--- src/rtl/input_peripherals.sv ---
// PS/2 keyboard receiver, NES/SNES pad reader and millisecond OS timer.
// All outputs are registered; reset is asynchronous and active-low.
module input_peripherals #(
    parameter int NES_TICK = 150,
    parameter int NES_POLL = 416667,
    parameter int MS_DIV   = 25000
) (
    input  logic        clk,
    input  logic        reset,
    input  logic        ps2c,
    input  logic        ps2d,
    input  logic        rx_en,
    output logic        rx_done_tick,
    output logic [7:0]  rx_data,
    output logic        nesc,
    output logic        nesl,
    input  logic        nesd,
    output logic [15:0] nesState,
    input  logic [31:0] timerValue,
    input  logic        setValue,
    input  logic        trigger,
    output logic        interrupt
);

    localparam logic [31:0] LP_POLL_M1 = 32'(NES_POLL - 1);
    localparam logic [31:0] LP_TICK    = 32'(NES_TICK);
    localparam logic [31:0] LP_TICK_M1 = 32'(NES_TICK - 1);
    localparam logic [31:0] LP_SLOT_M1 = 32'(2 * NES_TICK - 1);
    localparam logic [31:0] LP_MS_M1   = 32'(MS_DIV - 1);

    typedef enum logic [1:0] {
        KB_IDLE,
        KB_DATA,
        KB_PARITY,
        KB_STOP
    } kb_state_t;

    typedef enum logic [1:0] {
        NES_WAIT,
        NES_LATCH,
        NES_READ
    } nes_state_t;

    // ---------------- keyboard ----------------
    logic [1:0] r_c_sync;
    logic [1:0] r_d_sync;
    logic [7:0] r_filt;
    logic       r_fval;
    logic       w_fall;
    logic       w_d;
    kb_state_t  r_kb_state;
    kb_state_t  w_kb_next;
    logic [2:0] r_kb_cnt;
    logic [7:0] r_kb_sh;
    logic [7:0] r_rx_data;
    logic       r_rx_done;

    assign w_d    = r_d_sync[1];
    assign w_fall = r_fval && (r_filt == 8'h00);

    always_ff @(posedge clk or negedge reset) begin
        if (!reset) begin
            r_c_sync <= 2'b11;
            r_d_sync <= 2'b11;
            r_filt   <= 8'hFF;
            r_fval   <= 1'b1;
        end else begin
            r_c_sync <= {r_c_sync[0], ps2c};
            r_d_sync <= {r_d_sync[0], ps2d};
            r_filt   <= {r_filt[6:0], r_c_sync[1]};
            if (r_filt == 8'hFF) begin
                r_fval <= 1'b1;
            end else if (r_filt == 8'h00) begin
                r_fval <= 1'b0;
            end
        end
    end

    always_ff @(posedge clk or negedge reset) begin
        if (!reset) begin
            r_kb_state <= KB_IDLE;
        end else begin
            r_kb_state <= w_kb_next;
        end
    end

    always_comb begin
        w_kb_next = r_kb_state;
        if (!rx_en) begin
            w_kb_next = KB_IDLE;
        end else if (w_fall) begin
            case (r_kb_state)
                KB_IDLE:   if (!w_d) w_kb_next = KB_DATA;
                KB_DATA:   if (r_kb_cnt == 3'd7) w_kb_next = KB_PARITY;
                KB_PARITY: w_kb_next = KB_STOP;
                KB_STOP:   w_kb_next = KB_IDLE;
                default:   w_kb_next = KB_IDLE;
            endcase
        end
    end

    // Parity is clocked past without being stored or checked.
    always_ff @(posedge clk or negedge reset) begin
        if (!reset) begin
            r_kb_cnt  <= 3'd0;
            r_kb_sh   <= 8'h00;
            r_rx_data <= 8'h00;
            r_rx_done <= 1'b0;
        end else begin
            r_rx_done <= 1'b0;
            if (rx_en && w_fall) begin
                case (r_kb_state)
                    KB_IDLE: r_kb_cnt <= 3'd0;
                    KB_DATA: begin
                        r_kb_sh  <= {w_d, r_kb_sh[7:1]};
                        r_kb_cnt <= r_kb_cnt + 3'd1;
                    end
                    KB_STOP: begin
                        r_rx_data <= r_kb_sh;
                        r_rx_done <= 1'b1;
                    end
                    default: ;
                endcase
            end
        end
    end

    assign rx_data      = r_rx_data;
    assign rx_done_tick = r_rx_done;

    // ---------------- pad reader ----------------
    nes_state_t  r_nes_state;
    nes_state_t  w_nes_next;
    logic [31:0] r_nes_cnt;
    logic [31:0] w_cnt_next;
    logic [3:0]  r_nes_bit;
    logic [3:0]  w_bit_next;
    logic [15:0] r_nes_sh;
    logic [15:0] r_nes_state_q;
    logic        r_nes_done;
    logic [1:0]  r_nesd_sync;
    logic        r_nesc;
    logic        r_nesl;
    logic        w_sample;

    always_comb begin
        w_nes_next = r_nes_state;
        w_cnt_next = r_nes_cnt + 32'd1;
        w_bit_next = r_nes_bit;
        case (r_nes_state)
            NES_WAIT: begin
                if (r_nes_cnt == LP_POLL_M1) begin
                    w_nes_next = NES_LATCH;
                    w_cnt_next = 32'd0;
                end
            end
            NES_LATCH: begin
                if (r_nes_cnt == LP_SLOT_M1) begin
                    w_nes_next = NES_READ;
                    w_cnt_next = 32'd0;
                    w_bit_next = 4'd0;
                end
            end
            NES_READ: begin
                if (r_nes_cnt == LP_SLOT_M1) begin
                    w_cnt_next = 32'd0;
                    if (r_nes_bit == 4'd15) begin
                        w_nes_next = NES_WAIT;
                    end else begin
                        w_bit_next = r_nes_bit + 4'd1;
                    end
                end
            end
            default: begin
                w_nes_next = NES_WAIT;
                w_cnt_next = 32'd0;
            end
        endcase
    end

    assign w_sample = (r_nes_state == NES_READ) && (r_nes_cnt == LP_TICK_M1);

    always_ff @(posedge clk or negedge reset) begin
        if (!reset) begin
            r_nes_state <= NES_WAIT;
            r_nes_cnt   <= 32'd0;
            r_nes_bit   <= 4'd0;
        end else begin
            r_nes_state <= w_nes_next;
            r_nes_cnt   <= w_cnt_next;
            r_nes_bit   <= w_bit_next;
        end
    end

    // Pins are driven from the next state so they line up with the state.
    always_ff @(posedge clk or negedge reset) begin
        if (!reset) begin
            r_nesd_sync   <= 2'b11;
            r_nes_sh      <= 16'h0000;
            r_nes_done    <= 1'b0;
            r_nes_state_q <= 16'h0000;
            r_nesc        <= 1'b1;
            r_nesl        <= 1'b0;
        end else begin
            r_nesd_sync <= {r_nesd_sync[0], nesd};
            r_nesl      <= (w_nes_next == NES_LATCH);
            r_nesc      <= !((w_nes_next == NES_READ) && (w_cnt_next < LP_TICK));
            r_nes_done  <= w_sample && (r_nes_bit == 4'd15);
            if (w_sample) begin
                r_nes_sh <= {r_nesd_sync[1], r_nes_sh[15:1]};
            end
            if (r_nes_done) begin
                r_nes_state_q <= ~r_nes_sh;
            end
        end
    end

    assign nesc     = r_nesc;
    assign nesl     = r_nesl;
    assign nesState = r_nes_state_q;

    // ---------------- timer ----------------
    logic [31:0] r_reload;
    logic [31:0] r_count;
    logic [31:0] r_pre;
    logic        r_running;
    logic        r_irq;
    logic [31:0] w_load;

    assign w_load = setValue ? timerValue : r_reload;

    // The pulse fires on the prescaler wrap that takes C from 1 to 0.
    always_ff @(posedge clk or negedge reset) begin
        if (!reset) begin
            r_reload  <= 32'd0;
            r_count   <= 32'd0;
            r_pre     <= 32'd0;
            r_running <= 1'b0;
            r_irq     <= 1'b0;
        end else begin
            r_irq <= 1'b0;
            if (setValue) begin
                r_reload <= timerValue;
            end
            if (trigger) begin
                r_count <= w_load;
                r_pre   <= 32'd0;
                if (w_load == 32'd0) begin
                    r_running <= 1'b0;
                    r_irq     <= 1'b1;
                end else begin
                    r_running <= 1'b1;
                end
            end else if (r_running) begin
                if (r_pre == LP_MS_M1) begin
                    r_pre <= 32'd0;
                    if (r_count != 32'd0) begin
                        r_count <= r_count - 32'd1;
                    end
                    if (r_count <= 32'd1) begin
                        r_irq     <= 1'b1;
                        r_running <= 1'b0;
                    end
                end else begin
                    r_pre <= r_pre + 32'd1;
                end
            end
        end
    end

    assign interrupt = r_irq;

endmodule

--- config.mk ---
export PLATFORM = sky130hd
export DESIGN_NAME = input_peripherals
export DESIGN_NICKNAME = d
export VERILOG_FILES = /design/src/rtl/input_peripherals.sv
export SDC_FILE = /design/constraint.sdc
export NUM_CORES = 1
export LEC_CHECK = 0
export ABC_AREA = 0
export BUFFER_PORTS_ARGS = -buffer_cell sky130_fd_sc_hd__buf_2
export CAP_MARGIN = 20
export CORE_MARGIN = 8
export CORE_UTILIZATION = 61
export DETAILED_ROUTE_END_ITERATION = 10
export PLACE_DENSITY = 0.84
export SYNTH_ARGS = -nofsm -noshare
export SYNTH_HDL_FRONTEND = slang
export SYNTH_SLANG_ARGS = --single-unit
--- constraint.sdc ---
create_clock -name clk -period 3.7 [get_ports clk]
set_input_delay 0.185 -clock clk [delete_from_list [all_inputs] [get_ports clk]]
set_output_delay 0.185 -clock clk [all_outputs]
set_load 0.02 [all_outputs]
==> results.md <==
* CTS tree: yes
* IO Port Bufs at 67
* Max frequency at ~310 MHz
* Core Box Area at 16500 um^2
* Htree depth at 1
* Synth-to-layout area growth at 16.3%
* N_diodes at 0
* Total power at ~5 mW
* WP buf/inv at 0
* Period utilization at 0.862
* Final Hold Vio Count at 0
* CP arrival at 3.62 ns
* Top-count cell post-synth: dfrtp_1
* Setup TNS at 0 ns
* Synth cell count leaders: 192 x dfrtp_1, 100 x nor2_1, 81 x nand2_1
* Routed length per placed instance at between 15 and 20 um
* Synth warnings at 0
* Initial DRT Pass Iterations at 5
* Slowest cell on crit path: or4_1
* Status: complete, no violations
* Final Routed Wirelength at 21.9 mm
* Final #Nets at 1131
* Die Ht at 145 um
* Largest net degree at the start of global routing at 111
* Die width at 145 um
* Yosys top cell by area: dfrtp_1
* Least-Margin Pin Slew at 0.920 ns
* Pwr dens at 429 nW/um^2
* Mapped cell area at around 10000 um^2
* EDFF count, synth at 0
* # rows at 47
* Worst Hold Class: in2reg
* Post-route ant nets at 0
* Slew Viols, Final at 0
* Worst-Skew Late Latency at 0.51 ns
* Worst-path cell chain: ha_1, nand4_1, or4_1, xor2_1, nand4_1, a211o_1, or4_1, a211o_1
* CTS Sinks at 208
* 1st-iter DRT viols at 521
* RSZ-0062 raised after global routing: no
* Number of global-route vias before repair at 7735
* Initial antenna violation count at 0
* Crit Path Max Fanout at 7
* Max_cap viols at 0
* Post-Syn Instances at roughly 1000
* Area share of the largest cell type after synthesis at 0.472
* Ys async rst share at 1.00
* Maximum VDD drop at 350 uV
* GR Overflow Total at 0
* Final setup skew at 0.0194 ns
* Finished Layout Cells at 1310
* Pleak at 5.27 nW
* Gr usage total at 0.207
* Die area at 21100 um^2
* DRC viols at 0
* Register bit total from synthesis at 208
* Mapped Nets at 1039
* CP delay by family, top: simple AND/OR/NAND/NOR gates
* Clock transition at path regs at 0.06 ns
* Startpoint Class: flop
* Top post-synthesis cells by area: dfrtp_1 47%, mux2_2 7.1%, dfstp_2 4.1%, xor2_1 3.8%, nor2_1 3.7%
* Largest stage delay on the critical path at 0.67 ns
* Crit Path Category: reg2reg
* CTS Hold Buffers Added at 37
* Cell variety after synth at 66
* WL met3 at 1.27 mm
* Max transition margin at 0.385
* Via Count at 7613
* Global-route wire length before repair at 37.1 mm
* Main synth FF type: dfrtp_1
* Detailed Place HPWL at 13.8 mm
* Pre-CTS setup slack at 0.579 ns
* Initial Util at 0.618
* Postcts setup bufs at 0
* Gpl congestion at around 0.88
* Dpl cells at ~1200
* Via density per instance at 5.81
* Highest metal used: met4
* Required @ worst endpoint at 4.13 ns
* Fraction of layout cells with a size suffix above 1 at 0.192
* Seq/Total Area, Yosys at 0.513
* Ports at 68
* CTS resizes at 0
* CTS buffer count at 23
* Clock root buffer: clkbuf_16
* Met2 wire length at ~11 mm
* Syn_area_per_cell at 10.4 um^2
* Tmin final at approximately 3.2 ns
* DRT met1 WL at 9.34 mm
* # setup viols final at 0
* Maximum clock insertion buffer count at 3
* CP Capture Type: flop
* Fin worst setup slack at around 0.51 ns
-- power by group --
part / total [mW] / internal, mW / switching, mW
logic: 0.312 / 0.139 / 0.173
clock network: 2.33 / 1.42 / 0.909
registers: 2.44 / 2.37 / 0.0661
-- path summary, 6_finish.rpt --
path / startpoint / end / slack (ns) / cells after the start
worst max-delay path: r_nes_cnt[0] / nesc / 0.51 / 8
worst min-delay path: trigger / r_count[30] / 0.16 / 3
worst max register to register: r_nes_cnt[0] / nesc / 0.51 / 8
worst min register to register: r_c_sync[1] / r_filt[0] / 0.35 / 0
max in group asynchronous: reset / nesc / 2.36 / 3
min in group asynchronous: reset / rx_done_tick / 0.38 / 2
-- routing by layer --
layer	up-vias	track usage
li1	3613	-
met1	3705	0.263
met2	246	0.354
met3	49	0.0379
met4	0	0.0625
met5	-	0
-- logic make-up (layout without fill, tap and decap cells) --
logic type / count (synthesis) / after routing / synth area share
AOI/OAI and AO/OA: 105 / 105 / 0.0643
xor gates and xnor gates: 84 / 84 / 0.0723
adders and majority gates: 18 / 18 / 0.0221
buffers and inverters: 88 / 197 / 0.0350
DFF: 208 / 208 / 0.513
muxes: 89 / 89 / 0.0956
and+or+nand+nor: 389 / 389 / 0.197
-- cell type report --
class,instances,area [um^2]
Clock buffer,34,687
Clock inverter,8,96.3
Fill cell,1150,4630
Inverter,42,158
Multi-Input combinational cell,685,4600
Sequential cell,208,5230
Tap cell,220,275
Timing Repair Buffer,113,795
-- cells in the final DEF (no fill, tap or decap), types with 3 or more instances in the layout --
cell	count
nor2_1	100
a31oi_1	4
clkbuf_1	4
ha_1	18
nand3b_1	3
nand2b_1	5
or4_1	5
nand4_1	35
a21oi_1	18
buf_2	66
nor3_1	28
xor2_1	44
and4_1	3
o31ai_1	3
nor4_1	32
nand2_1	81
nand3_1	37
mux2i_1	23
and2_1	6
clkinv_2	4
dlygate4sd3_1	37
or2_2	4
mux2_2	64
buf_4	8
xnor2_1	40
o21ai_0	23
o21ai_1	28
dfrtp_1	192
dfstp_2	16
and3_1	13
a22o_1	3
or3_1	14
clkbuf_16	23
inv_1	41
clkbuf_8	8
nor2b_1	8
-- stage by stage --
| stage | utilization | cell area [um^2] | hold WS, ns |
|---|---|---|---|
| after global placement | 0.649 | 10700 | 0.293 |
| final | 0.719 | 11800 | 0.165 |
| after global routing | 0.719 | 11800 | 0.185 |
| after CTS | 0.719 | 11800 | 0.152 |
| after floorplan | - | 10200 | -0.111 |
| after detailed placement | 0.649 | 10700 | 0.299 |
-- registers in the layout, indices dropped and copies added (netlist names), 2 cells and up --
| name | cells |
|---|---|
| rx_data | 8 |
| r_nesd_sync | 2 |
| r_pre | 32 |
| r_nes_state | 2 |
| r_kb_state | 2 |
| nesState | 16 |
| r_count | 32 |
| r_reload | 32 |
| r_nes_cnt | 32 |
| r_c_sync | 2 |
| r_nes_sh | 16 |
| r_filt | 8 |
| r_kb_cnt | 3 |
| r_d_sync | 2 |
| r_nes_bit | 4 |
| r_kb_sh | 8 |
-- worst register-to-register path, cell delays in order, from the launching register on --
cell and delay [ns]:
dfrtp_1 0.45, ha_1 0.25, nand4_1 0.28, or4_1 0.67, xor2_1 0.20, nand4_1 0.11
a211o_1 0.30, or4_1 0.55, a211o_1 0.31
Power figures use the tool's default switching activity.
